--- src/rtl/lsu.sv ---
// lsu: load/store unit between the memory stage and the byte-addressed data_mem.
// Optional feature macro LSU_MISALIGN_SPLIT_EN: misaligned in-range H/W accesses run as byte beats.
module lsu #(
  parameter int MEM_BYTES = 32
) (
  input  logic        clk,
  input  logic        rst,
  input  logic        req_valid,
  output logic        req_ready,
  input  logic        req_we,
  input  logic [2:0]  req_funct3,
  input  logic [31:0] req_addr,
  input  logic [31:0] req_wdata,
  output logic        resp_valid,
  output logic [31:0] resp_rdata,
  output logic        resp_err,
  output logic [1:0]  resp_cause,
  output logic        mem_rd_en,
  output logic        mem_wr_en,
  output logic [2:0]  mem_type,
  output logic [31:0] mem_addr,
  output logic [31:0] mem_wdata,
  input  logic [31:0] mem_rdata
);

  typedef enum logic [1:0] {
    IDLE   = 2'd0,
    ACCESS = 2'd1,
    RESP   = 2'd2
  } state_e;

  localparam logic [32:0] MEM_LIMIT    = 33'(MEM_BYTES);
  localparam logic [1:0]  CAUSE_NONE   = 2'b00;
  localparam logic [1:0]  CAUSE_ACCESS = 2'b10;
  localparam logic [1:0]  CAUSE_ILLEGAL = 2'b11;
  localparam logic [2:0]  MT_B  = 3'b000;
  localparam logic [2:0]  MT_H  = 3'b001;
  localparam logic [2:0]  MT_W  = 3'b010;
  localparam logic [2:0]  MT_BU = 3'b011;
  localparam logic [2:0]  MT_HU = 3'b100;

  state_e      state_q, state_d;
  logic        we_q, we_d;
  logic [2:0]  type_q, type_d;
  logic [31:0] addr_q, addr_d;
  logic [31:0] wdata_q, wdata_d;
  logic [31:0] rdata_q, rdata_d;
  logic        err_q, err_d;
  logic [1:0]  cause_q, cause_d;
  logic        last_beat;

  // Request decode, evaluated on the live request bus in IDLE
  logic        dec_legal;
  logic [2:0]  dec_type;
  logic [32:0] dec_size;
  logic        dec_oor;
  logic        dec_misaligned;
  logic        dec_fault;
  logic [1:0]  dec_cause;

  always_comb begin
    dec_legal = 1'b1;
    dec_type  = MT_B;
    case (req_funct3)
      3'b000:  dec_type = MT_B;
      3'b001:  dec_type = MT_H;
      3'b010:  dec_type = MT_W;
      3'b100: begin
        dec_type  = MT_BU;
        dec_legal = !req_we;
      end
      3'b101: begin
        dec_type  = MT_HU;
        dec_legal = !req_we;
      end
      default: dec_legal = 1'b0;
    endcase
  end

  always_comb begin
    case (req_funct3[1:0])
      2'b00:   dec_size = 33'd1;
      2'b01:   dec_size = 33'd2;
      default: dec_size = 33'd4;
    endcase
    // 33-bit sum so an address near 2^32 cannot wrap back into range
    dec_oor        = ({1'b0, req_addr} + dec_size) > MEM_LIMIT;
    dec_misaligned = ((req_funct3[1:0] == 2'b01) && req_addr[0]) ||
                     ((req_funct3[1:0] == 2'b10) && (req_addr[1:0] != 2'b00));
  end

  always_comb begin
    dec_fault = 1'b1;
    dec_cause = CAUSE_ILLEGAL;
    if (!dec_legal) begin
      dec_cause = CAUSE_ILLEGAL;
    end else if (dec_oor) begin
      dec_cause = CAUSE_ACCESS;
`ifdef LSU_MISALIGN_SPLIT_EN
    end else begin
      dec_fault = 1'b0;
      dec_cause = CAUSE_NONE;
    end
`else
    end else if (dec_misaligned) begin
      dec_cause = 2'b01;
    end else begin
      dec_fault = 1'b0;
      dec_cause = CAUSE_NONE;
    end
`endif
  end

`ifdef LSU_MISALIGN_SPLIT_EN
  logic        split_q, split_d;
  logic [1:0]  beat_q, beat_d;
  logic [31:0] asm_q, asm_d;
  logic [31:0] asm_next;
  logic [31:0] asm_ext;
  logic [1:0]  last_idx;

  assign last_idx  = (type_q == MT_W) ? 2'd3 : 2'd1;
  assign last_beat = !split_q || (beat_q == last_idx);

  always_comb begin
    asm_next = asm_q;
    asm_next[{beat_q, 3'b000} +: 8] = mem_rdata[7:0];
    case (type_q)
      MT_H:    asm_ext = {{16{asm_next[15]}}, asm_next[15:0]};
      MT_HU:   asm_ext = {16'h0000, asm_next[15:0]};
      default: asm_ext = asm_next;
    endcase
  end
`else
  assign last_beat = 1'b1;
`endif

  // State register
  always_ff @(posedge clk) begin
    if (rst) begin
      state_q <= IDLE;
    end else begin
      state_q <= state_d;
    end
  end

  // Next-state logic
  always_comb begin
    state_d = state_q;
    case (state_q)
      IDLE:    if (req_valid) state_d = dec_fault ? RESP : ACCESS;
      ACCESS:  if (last_beat) state_d = RESP;
      RESP:    state_d = IDLE;
      default: state_d = IDLE;
    endcase
  end

  // Outputs; memory enables drop in a reset cycle so an aborted beat never commits
  always_comb begin
    req_ready  = (state_q == IDLE);
    resp_valid = (state_q == RESP);
    resp_rdata = resp_valid ? rdata_q : 32'h0;
    resp_err   = resp_valid && err_q;
    resp_cause = resp_valid ? cause_q : CAUSE_NONE;
    mem_rd_en  = 1'b0;
    mem_wr_en  = 1'b0;
    mem_type   = 3'b000;
    mem_addr   = 32'h0;
    mem_wdata  = 32'h0;
    if ((state_q == ACCESS) && !rst) begin
      mem_rd_en = !we_q;
      mem_wr_en = we_q;
      mem_type  = type_q;
      mem_addr  = addr_q;
      mem_wdata = wdata_q;
`ifdef LSU_MISALIGN_SPLIT_EN
      if (split_q) begin
        mem_type  = we_q ? MT_B : MT_BU;
        mem_addr  = addr_q + {30'h0, beat_q};
        mem_wdata = {24'h0, wdata_q[{beat_q, 3'b000} +: 8]};
      end
`endif
    end
  end

  // Datapath next-state
  always_comb begin
    we_d    = we_q;
    type_d  = type_q;
    addr_d  = addr_q;
    wdata_d = wdata_q;
    rdata_d = rdata_q;
    err_d   = err_q;
    cause_d = cause_q;
`ifdef LSU_MISALIGN_SPLIT_EN
    split_d = split_q;
    beat_d  = beat_q;
    asm_d   = asm_q;
`endif
    case (state_q)
      IDLE: begin
        if (req_valid) begin
          we_d    = req_we;
          type_d  = dec_type;
          addr_d  = req_addr;
          wdata_d = req_wdata;
          rdata_d = 32'h0;
          err_d   = dec_fault;
          cause_d = dec_cause;
`ifdef LSU_MISALIGN_SPLIT_EN
          split_d = dec_misaligned && !dec_fault;
          beat_d  = 2'd0;
          asm_d   = 32'h0;
`endif
        end
      end
      ACCESS: begin
`ifdef LSU_MISALIGN_SPLIT_EN
        beat_d = beat_q + 2'd1;
        if (!we_q) begin
          if (split_q) begin
            asm_d = asm_next;
            if (last_beat) rdata_d = asm_ext;
          end else begin
            rdata_d = mem_rdata;
          end
        end
`else
        if (!we_q) rdata_d = mem_rdata;
`endif
      end
      default: ;
    endcase
  end

  always_ff @(posedge clk) begin
    if (rst) begin
      we_q    <= 1'b0;
      type_q  <= 3'b000;
      addr_q  <= 32'h0;
      wdata_q <= 32'h0;
      rdata_q <= 32'h0;
      err_q   <= 1'b0;
      cause_q <= CAUSE_NONE;
`ifdef LSU_MISALIGN_SPLIT_EN
      split_q <= 1'b0;
      beat_q  <= 2'd0;
      asm_q   <= 32'h0;
`endif
    end else begin
      we_q    <= we_d;
      type_q  <= type_d;
      addr_q  <= addr_d;
      wdata_q <= wdata_d;
      rdata_q <= rdata_d;
      err_q   <= err_d;
      cause_q <= cause_d;
`ifdef LSU_MISALIGN_SPLIT_EN
      split_q <= split_d;
      beat_q  <= beat_d;
      asm_q   <= asm_d;
`endif
    end
  end

endmodule

--- config.mk ---
export PLATFORM = sky130hd
export DESIGN_NAME = lsu
export DESIGN_NICKNAME = d
export VERILOG_FILES = /design/src/rtl/lsu.sv
export SDC_FILE = /design/constraint.sdc
export NUM_CORES = 1
export LEC_CHECK = 0
export CORE_MARGIN = 2
export CORE_UTILIZATION = 47
export CTS_CLUSTER_DIAMETER = 40
export CTS_CLUSTER_SIZE = 40
export DETAILED_ROUTE_END_ITERATION = 10
export GPL_TIMING_DRIVEN = 0
export PLACE_DENSITY = 0.87
export SKIP_LAST_GASP = 1
export SYNTH_ARGS = -nofsm -noshare
export SYNTH_HDL_FRONTEND = slang
export SYNTH_SLANG_ARGS = --single-unit
--- constraint.sdc ---
create_clock -name clk -period 6.8 [get_ports clk]
set_input_delay 2.04 -clock clk [delete_from_list [all_inputs] [get_ports clk]]
set_output_delay 2.04 -clock clk [all_outputs]
set_load 0.02 [all_outputs]
==> impl_metrics.toml, run 1 <==
[yosys]
synth_area_leaders = "dfxtp_1, nand2_1, and3_1"
synth_top_area_frac = 0.412
synth_edf_count = 0
syn_area_um2 = 5100
seq_area_frac_synth = 0.412
synth-seq-cells = 105
synth_cell_types = 53
synthArstFlopShare = 0
yosys_warnings = 0
postSynthCellCount = 647
syn-mean-instance-area_um2 = 7.88
syn_nets = 754
ys.flop_type = "dfxtp_1"
netlist.top_cell.by_area = "dfxtp_1"

[cts]
ctsHtreeMaxLevel = 3
clock_sinks = 105
cts_setup_buffers = 0
path_clk_slew_ns = 0.10
cts-root-buf = "clkbuf_8"
ctsResizeCount = 0
numCtsBuffers = 9
clock_latency_ns = 0.37
clk_path_buf_depth = 2
cts_tree = "done"
holdBufCountCts = 0

[worst_setup_path]
end_kind = "primary output"
required_ns = 4.76
critical_path.max_fanout = 10
cp.arrival_ns = 4.36
critPathKind = "input pin to primary output"
startpoint_type = "input pin"

[grt]
grtUsageTotal = 0.281
gr-total-overflow = 0
antenna_found_initial = 0
grt_pass1_wl_um = 26000
grt_max_degree = 19
met3_usage = 0.0603
use_met1 = 0.331
grt.busiest_layer = "met2"
grt_use_met2 = 0.495
grt_pass1_vias = 5324

[routing]
dr.first_iter.drc_count = 491
drc = 0
drt-vias-per-instance = 5.54
first_pass_iters = 5
wl_um = 17100
routedWlPerCell_um = 16.9
vias = 5574
ant_nets = 0

[floorplanning]
ios = 209
die_h_um = 108
die_area_um2 = 11700
std_cell_rows = 38
die_w_um = 108
coreArea_um2 = 10700
start_util = 0.477

[placement]
gp_congestion = 0.865
port_buffers = 205
hpwl_um = 13100

[sta]
fmax_mhz = 156
setup_viol = 0
maxSlewViolCount = 0
fin_skew_ns = 0.0129
fin_tns_setup_ns = 0
period_share = 0.941
rsz0062_at_grt = "no"
slew-limit-headroom = 0.509
max_slew.worst_pin.slew_ns = 0.735
hold_viol_final = 0
fin_crit_ns = 6.40

[layout]
antenna_cells = 0
synthToLayoutAreaGrowth_pct = 47.1
nets = 970
drive_gt1_frac = 0.0381

[hold_path]
worstHoldPathType = "flop to flop"

[outcome]
status = "complete, no violations"

[power_and_ir_drop]
p_total_mw = 1.21
power.leakage_nw = 3.03
ir_worst_vdd_v = 0.0000982
power.density_nw_per_um2 = 161

[job]
max_cap_violations = 0
## cells by family after synthesis
family	Yosys count	share of synthesized area
simple gates	330	0.334
compound gates	132	0.167
flops	105	0.412
buf+inv	58	0.0444
xor+xnor	14	0.0240
mux	4	0.00785
fa+ha+maj	4	0.0113
## metal layers
metal | routed length [um] | up-vias
li1 | - | 2670
met1 | 6740 | 2571
met2 | 8280 | 288
met3 | 1480 | 45
met4 | 568 | 0
met5 | 0 | -
## where the power goes
group	switching [mW]	leakage (nW)	internal, mW	total, mW
combinational	0.105	2.08	0.0896	0.194
clock	0.226	0.0920	0.137	0.363
sequential	0.0118	0.858	0.639	0.651
## critical path, cell delays in order
cell and delay, ns:
clkdlybuf4s50_1 0.49, nor2_1 0.58, clkbuf_1 0.38, and3_1 0.24, clkdlybuf4s50_1 0.61
## synthesized netlist by cell type (2+ instances only)
master / n
a211o_1: 2
a211oi_1: 2
a211oi_2: 2
a21oi_1: 75
a21oi_2: 2
a22o_1: 30
a22oi_1: 3
and2_1: 38
and3_1: 71
clkbuf_1: 50
dfxtp_1: 105
ha_1: 3
inv_1: 6
mux2i_1: 4
nand2_1: 151
nand3_1: 8
nand4_1: 13
nor2_1: 16
nor2b_1: 3
nor3_1: 9
nor3b_1: 2
nor4_1: 4
o21ai_0: 5
or2_2: 2
xnor2_1: 6
xor2_1: 8
## final timing paths
kind,end,cells past startpoint,slack [ns],from
setup / recovery,mem_addr[21],5,0.40,rst
hold / removal,wdata_q[26],2,0.46,wdata_q[26]
setup reg to reg,rdata_q[22],7,4.42,state_q[0]
hold reg to reg,wdata_q[26],2,0.46,wdata_q[26]
## metrics by stage
step	std cells	util	hold slack, ns	setup slack, ns	instance area, um2
after CTS	1007	0.701	0.460	0.446	7500
after floorplan	647	-	0.428	1.96	5100
after global placement	992	0.685	0.438	0.456	7330
after detailed placement	992	0.685	0.444	0.469	7330
final	1007	0.701	0.459	0.404	7500
after global routing	1007	0.701	0.477	0.327	7500
## state kept, by name, indices dropped and copies added (netlist names)
signal and flops:
addr_q 32, rdata_q 32, wdata_q 32, type_q 3, cause_q 2, state_q 2, err_q 1, we_q 1
## area by class of cell
class	count	area (um2)
clock inverter	6	51.3
sequential	105	2100
buffer	52	204
timing repair buffer	205	2050
clock buffer	9	124
multi-input combinational	484	2770
tap	140	175
inverter	6	22.5
fill	892	3190
## layout by cell type, fill, tap and decap left out, types with 2 or more instances in the layout
cell type	synthesis	layout
nor3_1	9	9
nor2b_1	3	3
inv_1	6	6
clkinv_4	0	2
inv_6	0	2
and2_1	38	38
xor2_1	8	8
a22o_1	30	30
or2_2	2	2
nor2_1	16	16
nor4_1	4	4
clkbuf_1	50	50
dfxtp_1	105	105
a211o_1	2	2
o21ai_0	5	5
nor3b_1	2	2
xnor2_1	6	6
nand2_1	151	151
mux2i_1	4	4
nand4_1	13	13
a21oi_1	75	75
clkbuf_8	0	9
nand3_1	8	8
ha_1	3	3
a22oi_1	3	3
clkdlybuf4s50_1	0	205
and3_1	71	71
a211oi_2	2	2
a211oi_1	2	2
a21oi_2	2	2
(Power assumes the default switching activity.)
==> inputs of run 2 (changes only) <==
--- a/config.mk
+++ b/config.mk
@@ -5,13 +5,15 @@
 export SDC_FILE = /design/constraint.sdc
 export NUM_CORES = 1
 export LEC_CHECK = 0
+export ABC_AREA = 1
 export CORE_MARGIN = 2
-export CORE_UTILIZATION = 47
+export CORE_UTILIZATION = 48
 export CTS_CLUSTER_DIAMETER = 40
 export CTS_CLUSTER_SIZE = 40
 export DETAILED_ROUTE_END_ITERATION = 10
 export GPL_TIMING_DRIVEN = 0
-export PLACE_DENSITY = 0.87
+export PLACE_DENSITY = 0.86
+export REMOVE_ABC_BUFFERS = 1
 export SKIP_LAST_GASP = 1
 export SYNTH_ARGS = -nofsm -noshare
 export SYNTH_HDL_FRONTEND = slang
==> run 2 against run 1 <==
Worst hold slack worse by 0.0078 ns. Clock skew down 0.0033 ns. Synthesized cell count up 31%. Sequential cell count unchanged. Via count up 4.8%. Combinational power up 7%. Worst setup slack worse by 0.19 ns. Critical path type unchanged.
==> impl_metrics.toml, run 2 <==
[yosys]
synthArstFlopShare = 0
synthMostInstantiatedCell = "nor2_1"
synth_area_leaders = "dfxtp_1, nor2_1, nand2_1"
seq_area_frac_synth = 0.381
yosys_warnings = 0
synth_cell_types = 34
ys.flop_type = "dfxtp_1"
postSynthCellCount = 850
synth.top_cells.by_count = "nor2_1, nand2_1, inv_1, dfxtp_1, o21ai_0"
synth-seq-cells = 105
syn_area_um2 = 5520
syn-mean-instance-area_um2 = 6.49
synth_edf_count = 0
netlist.top_cell.by_area = "dfxtp_1"
synth_top_area_frac = 0.381

[sta]
fin_tns_setup_ns = 0
fmax_mhz = 152
fin_crit_ns = 6.59
fin_skew_ns = 0.00958
period_share = 0.969
max_slew.worst_pin.slew_ns = 1.23
hold_viol_final = 0
maxSlewViolCount = 0
slew-limit-headroom = 0.179
timing.hold.ws_ns = 0.451
setup_viol = 0
rsz0062_at_grt = "no"

[hold_path]
min_from = "wdata_q[4]"
hold_path_end = "wdata_q[4]"
worstHoldPathType = "flop to flop"
holdPathStages = 2

[cts]
numCtsBuffers = 9
clk_path_buf_depth = 2
clock_sinks = 105
path_clk_slew_ns = 0.07
ctsHtreeMaxLevel = 3
cts_tree = "done"
cts-root-buf = "clkbuf_16"
clock_latency_ns = 0.35

[power_and_ir_drop]
power.leakage_nw = 3.08
p_total_mw = 1.41
ir_worst_vdd_v = 0.000109
power.density_nw_per_um2 = 176

[grt]
gr-total-overflow = 0
grt_pass1_wl_um = 26200
grt_max_degree = 76
antenna_found_initial = 0
grtUsageTotal = 0.255
grt_pass1_vias = 5427

[floorplanning]
start_util = 0.487
ios = 209
coreArea_um2 = 11300
die_area_um2 = 12400
die_w_um = 111
die_h_um = 111
std_cell_rows = 39

[worst_setup_path]
cp_top_family = "buffers and inverters"
cp_slowest_stage_delay_ns = 0.65
r2r_slack_ns = 4.13
r2r-start = "state_q[1]"
path_buf_inv = 6
crit_chain = "buf_2 -> inv_6 -> buf_12 -> nand2_4 -> buf_12 -> nor2_4 -> buf_8 -> clkdlybuf4s50_1"
cp-startpoint = "rst"
path_depth = 8
startpoint_type = "input pin"
cp_slowest_cell = "clkdlybuf4s50_1"
r2r_end = "rdata_q[5]"
required_ns = 4.76
reg2regPathDepth = 5
end_kind = "primary output"
critical_path.max_fanout = 48
critPathKind = "input pin to primary output"
cp_common_cell = "buf_12"
cp.arrival_ns = 4.55

[outcome]
status = "complete, no violations"

[layout]
antenna_cells = 0
largest_registers = "addr_q x32, rdata_q x32, wdata_q x32"
final_cell_mix = "clkdlybuf4s50_1, nor2_1, nand2_1, inv_1, dfxtp_1"
synthToLayoutAreaGrowth_pct = 45.5
design_area_um2 = 8020
nets = 1138
final_common_cell = "clkdlybuf4s50_1"
drive_gt1_frac = 0.0492
fillCellCount = 920
fin_cells = 1179

[routing]
wl_um = 15900
vias = 5843
routedWlPerCell_um = 13.5
drt-vias-per-instance = 4.96
ant_nets = 0
first_pass_iters = 7
dr.first_iter.drc_count = 435
drc = 0

[job]
max_cap_violations = 0

[placement]
port_buffers = 208
place_area_um2 = 7700
gp_congestion = 0.878
hpwl_um = 11300
dp_cells = 1163
-- run 2: cell types whose count changed after synthesis, moves of 9 or more --
cell and change:
nand3b_1 +11, nand3_1 +9, inv_1 +135, a22o_1 -30, o31ai_1 +30, clkbuf_1 -13, and2_1 -38, and3_1 -71
nor2_1 +139, o21ai_0 +69
-- run 2: layout make-up --
cell class                 count  area [um2]  share of cell area
tap                          143         179              0.0223
sequential                   105        2100               0.262
clock buffer                  10         239              0.0298
timing repair buffer         212        2160               0.269
inverter                     143         542              0.0675
clock inverter                 6        71.3             0.00889
multi-input combinational    560        2730               0.340
-- run 2: kinds of logic (layout without fill, tap and decap cells) --
logic type / count (synthesis) / in the layout / synth area share
xor+xnor: 8 / 8 / 0.0127
compound gates: 183 / 183 / 0.183
fa+ha+maj: 4 / 4 / 0.0104
flops: 105 / 105 / 0.381
simple gates: 365 / 365 / 0.285
buf+inv: 185 / 371 / 0.128
-- run 2: timing repair --
| item | in CTS | in global routing |
|---|---|---|
| setup endpoints to repair | 69 | 1 |
| pin swaps | 0 | 0 |
| resized for setup | 8 | 1 |
| buffers inserted | 0 | 0 |
| hold buffers | 0 | 0 |
| cloned | 0 | 0 |
-- run 2: layer usage --
layer / GRT usage / up-vias / routed length, um
li1: - / 3031 / -
met1: 0.334 / 2616 / 7200
met2: 0.427 / 177 / 7540
met3: 0.0476 / 19 / 945
met4: 0.0798 / 0 / 242
met5: 0 / - / 0
-- run 2: tightest hold or removal path, stage by stage, from the launching register on --
cell	delay (ns)
dfxtp_1	0.30
inv_1	0.06
a21oi_1	0.05
-- run 2: worst max-delay path by stage --
stage                      to
floorplan           mem_rd_en
global placement    mem_rd_en
detailed placement  mem_rd_en
CTS                 mem_rd_en
global route        mem_rd_en
finish              mem_rd_en
-- run 2: through the flow --
stage                util  setup WS (ns)
floorplan               -         -0.635
global placement    0.672          -5.14
detailed placement  0.680          -1.38
CTS                 0.709          0.155
global route        0.709         0.0234
finish              0.709          0.213
-- run 2: where the power goes --
group	switching, mW	total [mW]	internal [mW]
sequential	0.00904	0.656	0.647
combinational	0.114	0.207	0.0929
clock	0.247	0.547	0.301
